File: src/rtl/serial_adder.sv
// Bit-serial adder: one full-adder slice per cycle, operands shifted LSB-first; optional SERIAL_ADDER_OVF_EN adds port ovf.
// Latency: accept at edge k, result valid after edge k+WIDTH; one operation in flight at a time.
// Backpressure: in_ready only in IDLE; result held in DONE until out_ready, no input queuing.
module serial_adder #(
    parameter int WIDTH = 8
) (
    input  logic             clk,
    input  logic             rst_n,
    input  logic             in_valid,
    output logic             in_ready,
    input  logic [WIDTH-1:0] a,
    input  logic [WIDTH-1:0] b,
    input  logic             cin,
    output logic             out_valid,
    input  logic             out_ready,
    output logic [WIDTH-1:0] sum,
    output logic             cout
`ifdef SERIAL_ADDER_OVF_EN
    ,
    output logic             ovf
`endif
);

    localparam int CW = $clog2(WIDTH + 1);

    localparam logic [1:0] IDLE = 2'd0;
    localparam logic [1:0] RUN  = 2'd1;
    localparam logic [1:0] DONE = 2'd2;

    logic [1:0]       state;
    logic [WIDTH-1:0] a_sh;
    logic [WIDTH-1:0] b_sh;
    logic [WIDTH-1:0] sum_sh;
    logic             carry;
    logic [CW-1:0]    cnt;

    logic             slice_sum;
    logic             slice_carry;
    logic             last_slice;
    logic             accept;

    // Handshakes decode straight from the state register.
    assign in_ready  = (state == IDLE);
    assign out_valid = (state == DONE);
    assign accept    = in_valid && in_ready;

    assign sum  = sum_sh;
    assign cout = carry;

    // One-bit full-adder slice on the current operand LSBs and the carry flop.
    always_comb begin
        slice_sum   = a_sh[0] ^ b_sh[0] ^ carry;
        slice_carry = (a_sh[0] & b_sh[0]) | (a_sh[0] & carry) | (b_sh[0] & carry);
        last_slice  = (cnt == CW'(WIDTH - 1));
    end

    // State sequencing: IDLE -> RUN for exactly WIDTH cycles -> DONE until consumed.
    always_ff @(posedge clk or negedge rst_n) begin
        if (!rst_n) begin
            state <= IDLE;
        end else begin
            case (state)
                IDLE:    if (accept)     state <= RUN;
                RUN:     if (last_slice) state <= DONE;
                DONE:    if (out_ready)  state <= IDLE;
                default:                 state <= IDLE;
            endcase
        end
    end

    // Datapath: load on accept, shift one bit per RUN cycle, hold otherwise.
    always_ff @(posedge clk or negedge rst_n) begin
        if (!rst_n) begin
            a_sh   <= '0;
            b_sh   <= '0;
            sum_sh <= '0;
            carry  <= 1'b0;
            cnt    <= '0;
        end else if (state == IDLE) begin
            if (accept) begin
                a_sh  <= a;
                b_sh  <= b;
                carry <= cin;
                cnt   <= '0;
            end
        end else if (state == RUN) begin
            // Sum bits enter at the MSB so the word is LSB-aligned after WIDTH shifts.
            sum_sh <= {slice_sum, sum_sh[WIDTH-1:1]};
            a_sh   <= a_sh >> 1;
            b_sh   <= b_sh >> 1;
            carry  <= slice_carry;
            cnt    <= cnt + CW'(1);
        end
    end

`ifdef SERIAL_ADDER_OVF_EN
    // Signed overflow: carry into the MSB slice differs from the carry out of it.
    always_ff @(posedge clk or negedge rst_n) begin
        if (!rst_n) begin
            ovf <= 1'b0;
        end else if (state == RUN && last_slice) begin
            ovf <= carry ^ slice_carry;
        end
    end
`endif

endmodule

File: config.mk
export PLATFORM = sky130hd
export DESIGN_NAME = serial_adder
export DESIGN_NICKNAME = d
export VERILOG_FILES = /design/src/rtl/serial_adder.sv
export SDC_FILE = /design/constraint.sdc
export NUM_CORES = 1
export LEC_CHECK = 0
export CAP_MARGIN = 40
export CORE_ASPECT_RATIO = 0.75
export CORE_MARGIN = 3
export CORE_UTILIZATION = 40
export DETAILED_ROUTE_END_ITERATION = 7
export GPL_ROUTABILITY_DRIVEN = 0
export HOLD_SLACK_MARGIN = 0.05
export PLACE_DENSITY = 0.69
export RECOVER_POWER = 25
export SYNTH_ARGS = -nofsm -noshare
export SYNTH_HDL_FRONTEND = slang
export SYNTH_SLANG_ARGS = --single-unit
File: constraint.sdc
create_clock -name clk -period 1.24 [get_ports clk]
set_clock_uncertainty 0.1 [all_clocks]
set_input_delay 0.372 -clock clk [delete_from_list [all_inputs] [get_ports clk]]
set_output_delay 0.372 -clock clk [all_outputs]
set_load 0.03 [all_outputs]
==> summary.txt <==
Gr usage total: 0.1850
R2R Path End: b_sh[5]$_DFFE_PN0P_
Largest area contributor in the netlist: dfrtp_1
Mapped Cells: 121
Switching part of the total: 0.3624
Routed wire length: 3956 µm
DR iter-0 viols: 37
Synthesis-to-finish area growth: 66.61%
Max FO, Critical Path: 3
Hold path cells: 2
Setup crit start kind: flip-flop
Root Buffer: clkbuf_8
Chip Height: 57.26 µm
Largest net degree at the start of global routing: 32
Worst EP required: 770 ps
ANT nets after route: 0
Register area share after synthesis: 0.5536
Final Cell Area: 2335 µm²
Leakage dissipation: 1.034 nW
Core area: 3148 µm²
Post-synth top area share: 0.5536
R2r setup slk: -290 ps
Setup tns final: -6110 ps
Maxcap violations: 0
Ranking of synthesized cells by area: dfrtp_1, a22oi_1, mux2_4
Horiz. Die Dim: 74.35 µm
Crit Path Class: flip-flop to primary output
Comb power frac: 0.549
Vias post-DR: 1,254
CTS Hold Buffers Added: 0
Met3 Resource Use GR: 0.05282
Post-Syn Area: 1401 µm²
Routed length per instance: 17.13 µm
Layout cells sized above 1: 0.5078
Hold Path Sink: b_sh[1]$_DFFE_PN0P_
Sink Count: 31
Final setup violation count: 40
Global-route wire length before repair: 5899 µm
Asr flop ratio synth: 1.000
Residual DRC: 0
Worst slew pin tran: 429.7 ps
Min-delay src: b_sh[1]$_DFFE_PN0P_
Power Internal: 0.003539 W
Mean post-synth cell area: 11.58 µm²
Via density: 5.429
RSZ-0062 raised after global routing: yes
Dpl cells: 198
Pre-CTS WS: -452.9 ps
Final Slew Violations: 0
Congestion Overflow GR: 0
Clock share of power: 0.140
Setup ws final: -322.4 ps
CP endpoint kind: primary output
Reg2reg start: state[0]$_DFFE_PN0P_
Met1 GRT Util: 0.2389
Nets: 215
Gr busiest metal: met2
Outcome: complete, but fails checks
Crit share post-route: 1.260
Vias in the first global route: 1,266
Final Hold Viols: 0
HPWL Detailed: 2162 µm
CTS clock-pin slew for the worst setup and hold paths: 70 ps
Netlist cell types: 27
Ys flop type: dfrtp_1
Met2 Use GR: 0.2967
Maximum clock insertion buffer count: 2
# diodes: 0
Final Non-Filler Cells: 231
DR pass1 iterations: 4
Mapped Nets: 144
Switching component of the power: 0.002011 W
Top Ports: 32
Yosys warns: 0
Initial antenna violation count: 0
Sequential share of power: 0.311
Most frequent cell after synthesis: dfrtp_1
Slew HR: 0.7135
Max Clock Freq: 0.6400 GHz
Placed Area: 1837 µm²
Post-layout min period: 1562 ps
Synth cell count leaders: dfrtp_1, nand2_1, o21ai_0
Arrival time worst endpoint: 1090 ps
Die ar.: 4257 µm²
Number of synthesized register bits: 31
Clock Latency Late Sink: 280 ps
Reg2reg path depth: 7
Initial core utilization: 0.4452
Port buffer count: 31
Num CTS Buffers: 5
H-tree depth: 2
CTS tree: yes
Power per cell area: 2377 nW/µm²
Core Rows: 17
Max VDD drop: 1.083 mV
Hold crit path type: flip-flop to flip-flop
Failing checks: setup timing
Number of synthesized flops with an enable pin: 0
worst max-delay path, cell delays in order, from the launching register on:
cell,delay [ps]
dfrtp_2,440
buf_6,140
nor2_4,90
buf_6,140
per-stage QoR:
step           power, W  utilization  hold slack, ps
4_1_cts        0.005162       0.6916           350.7
2_1_floorplan  0.003006            -          -23.59
3_5_place_dp   0.003724       0.5835           370.9
3_3_place_gp   0.003629       0.5835           363.6
5_1_grt        0.005868       0.7417           424.8
6_report       0.005550       0.7417           407.7
flip-flops by register name (all words and copies together), names as in the netlist:
signal,flops
a_sh,8
b_sh,8
sum,8
cnt,4
state,2
cout,1
cell type report:
cell class	instances	area (µm²)
Fill cell	227	813.3
Tap cell	38	47.55
Multi-Input combinational cell	81	714.4
Inverter	2	7.507
Clock inverter	1	5.005
Timing Repair Buffer	71	705.7
Sequential cell	31	778.2
Clock buffer	7	76.32
layout by cell type, fill, tap and decap left out, types with 3 or more instances in the layout:
| cell type | netlist | final |
|---|---|---|
| clkdlybuf4s50_1 | 0 | 18 |
| buf_4 | 2 | 24 |
| mux2_4 | 7 | 8 |
| o21ai_2 | 0 | 3 |
| o21ai_1 | 1 | 15 |
| dfrtp_1 | 31 | 29 |
| buf_6 | 2 | 23 |
| nand2_1 | 19 | 17 |
| a22oi_2 | 0 | 16 |
| clkbuf_8 | 0 | 5 |
metal layers:
metal | share of wire | wire, µm
met5 | 0 | 0
met4 | 0.015 | 60
met3 | 0.035 | 137
met2 | 0.53 | 2088
met1 | 0.42 | 1669
how the worst max path moves through the flow:
| stage | to | slack (ps) | from |
|---|---|---|---|
| global placement | cnt[3]$_DFFE_PN0P_ | -380 | in_valid |
| detailed placement | cnt[3]$_DFFE_PN0P_ | -450 | in_valid |
| floorplan | sum[7]$_DFFE_PN0P_ | -150 | cout$_DFFE_PN0P_ |
| global route | in_ready | -350 | state[0]$_DFFE_PN0P_ |
| finish | in_ready | -320 | state[1]$_DFFE_PN0P_ |
| CTS | in_ready | -320 | state[1]$_DFFE_PN0P_ |
timing repair:
action | 4_1_cts | 5_1_grt
setup buffers | 16 | 6
cloned | 3 | 1
setup endpoints to repair | 40 | 41
pin swaps | 8 | 23
resized for setup | 49 | 28
logic make-up (layout without fill, tap and decap cells):
kind of cell | Yosys count | after routing | synth area share
fa+ha+maj | 2 | 2 | 0.02321
compound gates | 40 | 40 | 0.1866
buf+inv | 10 | 81 | 0.04553
simple gates | 29 | 30 | 0.1000
mux | 9 | 9 | 0.09107
flops | 31 | 31 | 0.5536
power by group through the flow:
stage	registers, W	logic [W]	clock network [W]
5_1_grt	0.00177	0.00326	0.000835
4_1_cts	0.00169	0.00268	0.000789
2_1_floorplan	0.00193	0.00107	0
3_5_place_dp	0.00171	0.00201	0
6_report	0.00173	0.00305	0.000777
3_3_place_gp	0.00168	0.00195	0
Power figures use the tool's default switching activity.
